**src/rtl/instr_fetch.sv**
```systemverilog
// instr_fetch: prefetching instruction fetch unit with an in-order response buffer.
// Define IFU_ALIGN_CHECK_EN to flag misaligned redirect targets (sticky fetch_misalign) and halt fetching.
module instr_fetch #(
    parameter logic [31:0] RESET_PC = 32'h0000_0000,
    parameter int          DEPTH    = 4
) (
    input  logic        clk,
    input  logic        rst,
    output logic        mem_req,
    output logic [31:0] mem_addr,
    input  logic        mem_gnt,
    input  logic        mem_rvalid,
    input  logic [31:0] mem_rdata,
    input  logic        redirect,
    input  logic [31:0] redirect_pc,
    output logic        ir_valid,
    output logic [31:0] ir_instr,
    output logic [31:0] ir_pc,
    input  logic        ir_ready,
    output logic        fetch_misalign
);
    localparam int AW = $clog2(DEPTH);
    localparam int CW = $clog2(DEPTH + 1);
    logic [31:0]   pc, resp_pc, target;
    logic [31:0]   buf_instr [DEPTH];
    logic [31:0]   buf_pc [DEPTH];
    logic [AW-1:0] head, tail;
    logic [CW-1:0] count, outstanding, drop;
    logic [CW:0]   credit_used;
    logic          misalign_hit, grant, resp, push, pop;
`ifdef IFU_ALIGN_CHECK_EN
    assign target       = redirect_pc;
    assign misalign_hit = redirect & (redirect_pc[1:0] != 2'b00);
`else
    logic unused_lsbs;
    assign unused_lsbs  = ^redirect_pc[1:0];
    assign target       = {redirect_pc[31:2], 2'b00};
    assign misalign_hit = 1'b0;
`endif
    // Stale in-flight fetches still hold credit, so the buffer can never overflow.
    assign credit_used = {1'b0, count} + {1'b0, outstanding};
    assign mem_req     = !rst && !redirect && !fetch_misalign && (credit_used < (CW+1)'(DEPTH));
    assign mem_addr    = pc;
    assign grant       = mem_req & mem_gnt;
    assign resp        = mem_rvalid & (outstanding != '0);
    assign push        = resp & !redirect & (drop == '0);
    assign pop         = ir_valid & ir_ready & !redirect;
    assign ir_valid    = count != '0;
    assign ir_instr    = ir_valid ? buf_instr[head] : '0;
    assign ir_pc       = ir_valid ? buf_pc[head] : '0;
    always_ff @(posedge clk) begin
        if (push) begin
            buf_instr[tail] <= mem_rdata;
            buf_pc[tail]    <= resp_pc;
        end
    end
    // resp_pc tracks the address of the next response that will be kept.
    always_ff @(posedge clk or posedge rst) begin
        if (rst) begin
            pc             <= RESET_PC;
            resp_pc        <= RESET_PC;
            head           <= '0;
            tail           <= '0;
            count          <= '0;
            outstanding    <= '0;
            drop           <= '0;
            fetch_misalign <= 1'b0;
        end else begin
            outstanding <= outstanding + CW'(grant) - CW'(resp);
            if (redirect) begin
                pc             <= target;
                resp_pc        <= target;
                head           <= '0;
                tail           <= '0;
                count          <= '0;
                drop           <= outstanding - CW'(resp);
                fetch_misalign <= fetch_misalign | misalign_hit;
            end else begin
                if (grant) pc <= pc + 32'd4;
                if (push) begin
                    tail    <= tail + 1'b1;
                    resp_pc <= resp_pc + 32'd4;
                end
                if (pop) head <= head + 1'b1;
                count <= count + CW'(push) - CW'(pop);
                if (resp && drop != '0) drop <= drop - 1'b1;
            end
        end
    end
endmodule

```
**config.mk**
```make
export PLATFORM = sky130hd
export DESIGN_NAME = instr_fetch
export DESIGN_NICKNAME = d
export VERILOG_FILES = /design/src/rtl/instr_fetch.sv
export SDC_FILE = /design/constraint.sdc
export NUM_CORES = 1
export LEC_CHECK = 0
export CORE_MARGIN = 3
export CORE_UTILIZATION = 56
export DETAILED_ROUTE_END_ITERATION = 7
export GPL_ROUTABILITY_DRIVEN = 0
export PLACE_DENSITY = 0.8
export SYNTH_ARGS = -nofsm -noshare
export SYNTH_HDL_FRONTEND = slang
export SYNTH_SLANG_ARGS = --single-unit
```
**constraint.sdc**
```tcl
create_clock -name clk -period 3.6 [get_ports clk]
set_input_delay 0.54 -clock clk [delete_from_list [all_inputs] [get_ports clk]]
set_output_delay 0.54 -clock clk [all_outputs]
set_load 0.005 [all_outputs]
```
# After elaboration in Yosys (flattened, before gate mapping)
# Memories as Yosys holds them, arrays and structs flattened.
# Cells that the tools add are included.
# W data, S select, Z words.
# word_totals
register_bits	77
latch_bits	0
ramBits	256
romBits	0
in_bits	70
output_inout_bits	99
elab_cells	55
n_memories	2
# mem_list
name	depth	word_bits	read_ports	rd_clocked_by_memory_dff	write_ports	line_no	text
buf_instr	4	32	1	0	1	25	logic [31:0] buf_instr [DEPTH];
buf_pc	4	32	1	0	1	26	logic [31:0] buf_pc [DEPTH];
# classes
addsub	11
n_mul	0
div	0
n_lt_le_gt_ge	1
eq_ne	0
n_shift	0
muxes	15
n_bitwise	6
reduce_logical	13
# op_table
cell	count
$mux W32	6
$add A32 B3 Y32 const B	2
$mux W3	3
$reduce_bool A3 Y1	3
$sub A3 B1 Y3	3
$mux W2	4
$reduce_bool A2 Y1	4
$add A3 B1 Y3	2
$and A1 B1 Y1	6
$add A2 B1 Y2 const B	2
$add A3 B3 Y4	1
$lt A4 B3 Y1 const B	1
$logic_and A1 B1 Y1	3
$logic_not A3 Y1	1
$sub A3 B1 Y3 const B	1
$logic_not A1 Y1	2
$mux W1	2

# Longest topological paths before layout
# Gate-level depths: netlist of the first run.
# depth
depth_word	7
mapped_depth	13
mapped_depth_nobuf	12

# Least setup slack after synthesis of the first run
# No wires, ideal clock.
# synth_timing
path_type	reg2reg
start	reg drop[0]
end	mem buf_instr[1][0] (enable)
setup_time_ps	426
arrival_ps	2540
required_time_ps	3174
slack_ps	633
path_stages_with_launch	6
path_buffers	0
period_less_slack_ps	2967
cell_sequence	dfrtp_1 inv_1 ha_1 nand2b_2 nor3_4 and2_1
# synth_via
elab_chain_len	4
# synth_rtl
element	line_no	text
from (decl)	28	logic [CW-1:0] count, outstanding, drop;
from (signal assigned)	76	drop <= outstanding - CW'(resp);
from (signal assigned)	86	if (resp && drop != '0) drop <= drop - 1'b1;
$logic_not A3 Y1	46	assign push = resp & !redirect & (drop == '0);
$and A1 B1 Y1	46	
$mux W1	52	if (push) begin
$mux W1 (implied by the code)	53	buf_instr[tail] <= mem_rdata;
to (decl)	25	
# Every way passes these cells.

# Final worst setup path of the first run
# layout_timing
start	reg head[0]
end	out ir_instr[15]
# layout_via
elab_chain_len	2
# layout_rtl
element	line_no	text
from (decl)	27	logic [AW-1:0] head, tail;
from (signal assigned)	84	if (pop) head <= head + 1'b1;
$mem_v2 Z4 W32	--	
$mux W32	49	assign ir_instr = ir_valid ? buf_instr[head] : '0;
to (decl)	17	output logic [31:0] ir_instr,
# Every way passes these cells.

==> flow_summary_export.csv, run 1 <==
group,metric,value,unit
run_status,outcome,"finished, final reports clean",
sta,clock_skew,0.0127,ns
pwr,fin_total_pwr,10.9,mW
cts,htree_levels,2,
drt,vias,8270,
global_route,track_usage,22.4,%
global_route,grt_max_degree,66,
worst_hold_path,holdCritPathClass,"in -> async",
yosys,synth_top_area_cell,"edfxtp_1",
pwr,leakagePower,5.77,nW
cts,ctsHoldBuffers,0,
final_layout,syn2layout_area_growth,23.1,%
pwr,p_per_area,644,nW/um2
yosys,yosys-top-cells-area,"edfxtp_1 (54%), dfrtp_1 (13%), mux4_2 (10%), and2_1 (3.1%), nand2_1 (1.9%)",
yosys,synth-main-ff-cell,"edfxtp_1",
final_layout,nets,1137,
cts,cts_resized,0,
cts,post-cts-setup-buffers,0,
floorplan,core_area,23800,um2
worst_setup_path,startpoint_type,"flop",
cts,worstSkewPairLatency,0.51,ns
sta,maxSlewHeadroom,39.5,%
global_route,grt_pass1_wl,46300,um
floorplan,die_area,26400,um2
yosys,synth_cell_types,50,
yosys,synth_common_cells,"edfxtp_1 (248), dfrtp_1 (73), and2_1 (69), nand2_1 (68), mux4_2 (62)",
worst_setup_path,critPathCaptureType,"primary output",
final_layout,layout.cells.non_filler,1391,
drt,drcViolationCount,0,
final_layout,register_area,9280,um2
drt,finalWirelength,28700,um
sta,setup_tns,0,ns
sta,grt_setup_unrepaired,"no",
final_layout,fillCellCount,1491,
yosys,ys_warn_count,0,
floorplan,num_io_pins,169,
global_route,antenna_found_initial,0,
placement,placedCellCount,1332,
yosys,ys_seq_elements,321,
yosys,async_flop_share,22.7,%
final_layout,diodes,0,
drt,ant_nets,0,
drt,vias_per_cell,5.95,
sta,fmax,0.304,GHz
yosys,synth_top_area_share,54.3,%
sta,hold_viol,0,
floorplan,rows,56,
cts,clk_root_buffer_cell,"clkbuf_16",
floorplan,fp.dieH,163,um
drt,drtIter0Drc,631,
final_layout,post-route-util,71.1,%
sta,post-route-min-period,3.29,ns
cts,clockBufferDepth,3,
floorplan,die_x,163,um
floorplan,start_util,57.8,%
yosys,synth_edf_count,248,
cts,clk_pin_slew_worst_paths,0.06,ns
yosys,yosysMostFrequentCell,"edfxtp_1",
sta,period_share,91.5,%
worst_setup_path,worstPathArrival,2.75,ns
pwr,ir_worst_vdd,0.379,mV
cts,cts_tree,"yes",
drt,wl_per_cell,20.6,um
worst_setup_path,critical_path_class,"reg -> out",
placement,io_buffers,161,
global_route,overflow,0,
yosys,yosysSeqAreaShare,67.6,%
yosys,avgSynthCellArea,15.8,um2
worst_setup_path,worstPathRequired,3.06,ns
cts,cts_sinks,321,
worst_setup_path,crit_fanout,27,
sta,slew_violations,0,
placement,post-dp-hpwl,18500,um
yosys,syn-instance-count,869,
drt,drt_pre_antenna_iters,5,
sta,setup_viol,0,
final_layout,multi_input_area,4150,um2
sta,tightest_slew,0.907,ns
yosys,syn-cell-area,13700,um2
cts,cts_made_buffers,34,
job,maxCapViolCount,0,
global_route,grt_pass1_vias,8320,
final_layout,layout-drive-gt1-share,14.6,%
==> metal layers <==
layer	up-vias	GRT usage, %	share of wire (%)
met1	4102	32.1	42
met2	392	35.8	48
li1	3727	-	-
met5	-	0	0
met4	0	6.11	2.0
met3	49	4.32	8.4
==> kinds of logic (layout without fill, tap and decap cells) <==
group                      count (synthesis)  after routing  synth area share [%]
other                                      1              5                0.0273
DFF                                      321            321                  67.6
adders and majority gates                 18             18                  1.75
and+or+nand+nor                          271            271                  11.2
buffers and inverters                     66            265                  2.31
AOI/OAI and AO/OA                         95             95                  4.69
xor gates and xnor gates                  31             31                  1.98
muxes                                     66             66                  10.5
==> layout by cell type (no fill, tap or decap), drive strengths merged, types with 3 or more instances in the layout <==
cell type	count
bufinv	4
a21oi	7
xnor2	10
and2	71
buf	23
nor4	3
dfrtp	73
conb	5
nand4	29
clkdlybuf4s50	160
o211ai	21
inv	24
nand3	40
and3	9
ha	16
xor2	21
edfxtp	248
nand2	68
a31oi	4
nor3	10
mux4	62
o21ai	37
and4	4
nor2	24
clkinv	12
or4	4
o31a	3
clkbuf	42
o311ai	21
==> through the flow <==
step / area [um2] / hold slack [ns] / setup slack [ns]
global placement: 15800 / 0.522 / 0.673
CTS: 16900 / 0.299 / 0.250
global route: 16900 / 0.312 / 0.138
detailed placement: 15800 / 0.530 / 0.679
finish: 16900 / 0.313 / 0.307
floorplan: 13700 / 0.492 / 0.633
==> worst max-delay path, stage by stage, from the launching register on <==
cell	delay [ns]
dfrtp_4	0.79
buf_4	0.30
mux4_2	0.51
and2_1	0.19
clkdlybuf4s50_1	0.44
==> final timing paths <==
| check | start | end | slack, ns | cells past startpoint |
|---|---|---|---|---|
| worst max-delay path | head[0] | ir_instr[15] | 0.31 | 4 |
| worst min-delay path | rst | count[1] | 0.31 | 2 |
| worst max register to register | count[1] | count[2] | 0.90 | 11 |
| worst min register to register | resp_pc[31] | buf_pc[0][31] | 0.55 | 0 |
| max in group asynchronous | rst | head[0] | 2.67 | 3 |
| min in group clk | redirect | count[2] | 0.41 | 2 |
==> area by class of cell <==
cell class,instances,share of cell area [%]
sequential,321,54.9
multi-input combinational,486,24.6
timing repair buffer,183,11.1
clock buffer,42,5.40
tap,319,2.36
clock inverter,17,1.16
inverter,23,0.518
==> where the power goes <==
group,switching [mW],total [mW],internal (mW)
combinational,1.16,2.85,1.69
sequential,0.339,4.59,4.25
clock,1.36,3.45,2.09
==> registers in the layout, summed over array words and instances, names as in the netlist <==
name         cells
buf_instr      128
buf_pc         120
count            3
drop             3
head             2
mem_addr        30
outstanding      3
resp_pc         30
tail             2
Power figures use the tool's default switching activity.
==> inputs of run 2 (changes only) <==
--- a/config.mk
+++ b/config.mk
@@ -6,10 +6,10 @@
 export NUM_CORES = 1
 export LEC_CHECK = 0
 export CORE_MARGIN = 3
-export CORE_UTILIZATION = 56
+export CORE_UTILIZATION = 60
 export DETAILED_ROUTE_END_ITERATION = 7
 export GPL_ROUTABILITY_DRIVEN = 0
-export PLACE_DENSITY = 0.8
+export PLACE_DENSITY = 0.85
 export SYNTH_ARGS = -nofsm -noshare
 export SYNTH_HDL_FRONTEND = slang
 export SYNTH_SLANG_ARGS = --single-unit
==> constraint.sdc (replaced) <==
create_clock -name clk -period 4.13 [get_ports clk]
set_input_delay 0.6195 -clock clk [delete_from_list [all_inputs] [get_ports clk]]
set_output_delay 0.6195 -clock clk [all_outputs]
set_load 0.005 [all_outputs]
==> flow_summary_export.csv, run 2 (synthesized netlist as in run 1, its figures left out) <==
group,metric,value,unit
sta,fin_ws,0.722,ns
final_layout,layout-drive-gt1-share,14.0,%
worst_setup_path,worstPathArrival,2.79,ns
job,maxCapViolCount,0,
worst_setup_path,crit_fanout,18,
global_route,track_usage,25.1,%
worst_setup_path,r2r-start,"count[1]",
worst_setup_path,worstPathRequired,3.51,ns
sta,fmax,0.293,GHz
worst_setup_path,startpoint_type,"flop",
cts,post-cts-setup-buffers,0,
run_status,outcome,"finished, final reports clean",
sta,tightest_slew,1.03,ns
sta,setup_tns,0,ns
sta,maxSlewHeadroom,31.6,%
sta,slew_violations,0,
cts,cts_made_buffers,34,
drt,drt_pre_antenna_iters,5,
drt,wl_per_cell,22.5,um
global_route,grt_pass1_vias,8556,
cts,cts_resized,0,
drt,vias,8407,
final_layout,largest_reg_flops,128,
floorplan,num_io_pins,169,
final_layout,post-route-util,75.5,%
sta,period_share,82.5,%
worst_hold_path,hp-start,"drop[1]",
final_layout,final_cell_mix,"edfxtp_1 (248), clkdlybuf4s50_1 (160), dfrtp_1 (71)",
drt,drcViolationCount,0,
sta,hold_viol,0,
worst_setup_path,critical_path_class,"reg -> out",
cts,htree_levels,2,
worst_setup_path,critPathCaptureType,"primary output",
drt,drtIter0Drc,728,
placement,post-dp-hpwl,18700,um
worst_setup_path,worstSetupStartpoint,"head[0]",
cts,cts_tree,"yes",
pwr,p_per_area,562,nW/um2
worst_setup_path,cp_top_family,"buffers and inverters",
final_layout,syn2layout_area_growth,21.9,%
floorplan,core_area,22200,um2
placement,placedCellCount,1283,
sta,setup_viol,0,
sta,post-route-min-period,3.41,ns
cts,clk_root_buffer_cell,"clkbuf_16",
global_route,grt_max_degree,66,
pwr,leakagePower,5.70,nW
worst_setup_path,path_cells,"buf_4, mux4_2, and2_1, clkdlybuf4s50_1",
final_layout,top_register,"buf_instr",
global_route,grt_pass1_wl,47800,um
floorplan,fp.dieH,157,um
final_layout,reg_top3,"buf_instr (128), buf_pc (120)",
global_route,overflow,0,
final_layout,final_common_cell,"edfxtp_1",
sta,whs,0.564,ns
placement,io_buffers,161,
drt,vias_per_cell,6.26,
placement,place_area,15600,um2
drt,finalWirelength,30300,um
pwr,fin_total_pwr,9.41,mW
floorplan,die_x,157,um
floorplan,start_util,61.9,%
drt,ant_nets,0,
final_layout,fin_area,16700,um2
floorplan,die_area,24700,um2
cts,worstSkewPairLatency,0.50,ns
cts,clk_pin_slew_worst_paths,0.06,ns
sta,clock_skew,0.0128,ns
final_layout,layout.cells.non_filler,1344,
worst_setup_path,cp_slowest_cell,"dfrtp_4",
cts,ctsHoldBuffers,0,
cts,clockBufferDepth,3,
worst_hold_path,holdCritPathClass,"reg -> reg",
placement,dpl_worst_slack,1.09,ns
pwr,ir_worst_vdd,0.319,mV
final_layout,diodes,0,
final_layout,nets,1127,
cts,cts_sinks,321,
worst_setup_path,slowest_delay,0.67,ns
worst_setup_path,cp_num_buf_inv,2,
global_route,antenna_found_initial,0,
floorplan,rows,54,
sta,grt_setup_unrepaired,"no",
[run 2: path summary, 6_finish.rpt]
path                               endpoint  slack [ns]  cells after the start
worst max register to register     count[2]        1.20                     10
min in group asynchronous       mem_addr[5]        0.57                      2
max in group asynchronous           head[0]        2.48                      3
worst min register to register      drop[1]        0.56                      2
worst min-delay path                drop[1]        0.56                      2
worst max-delay path              ir_pc[29]        0.72                      4
[run 2: cell type report]
| type | count | area (um2) |
|---|---|---|
| well taps | 280 | 350 |
| repair buffers | 173 | 1770 |
| clock buffers | 42 | 902 |
| multi-input cells | 486 | 4160 |
| inverters | 23 | 87.6 |
| clock inverters | 19 | 180 |
| flip-flops and latches | 321 | 9280 |
| fillers | 1295 | 5430 |
[run 2: where the power goes]
part	total, mW	internal [mW]	switching (mW)
clock network	2.93	1.75	1.18
registers	3.98	3.71	0.277
logic	2.50	1.44	1.05
total	9.41	6.90	2.51
[run 2: routing by layer]
layer	vias to the layer above	GRT usage [%]	part of all wire [%]
met4	0	6.32	1.9
met1	4156	35.3	40
met3	55	5.44	9.7
met2	494	40.9	49
met5	-	0	0
li1	3702	-	-
[run 2: worst min-delay path, cell delays in order, from the launching register on]
cell and delay [ns]:
dfrtp_1 0.34, o211ai_1 0.10, o21ai_0 0.08
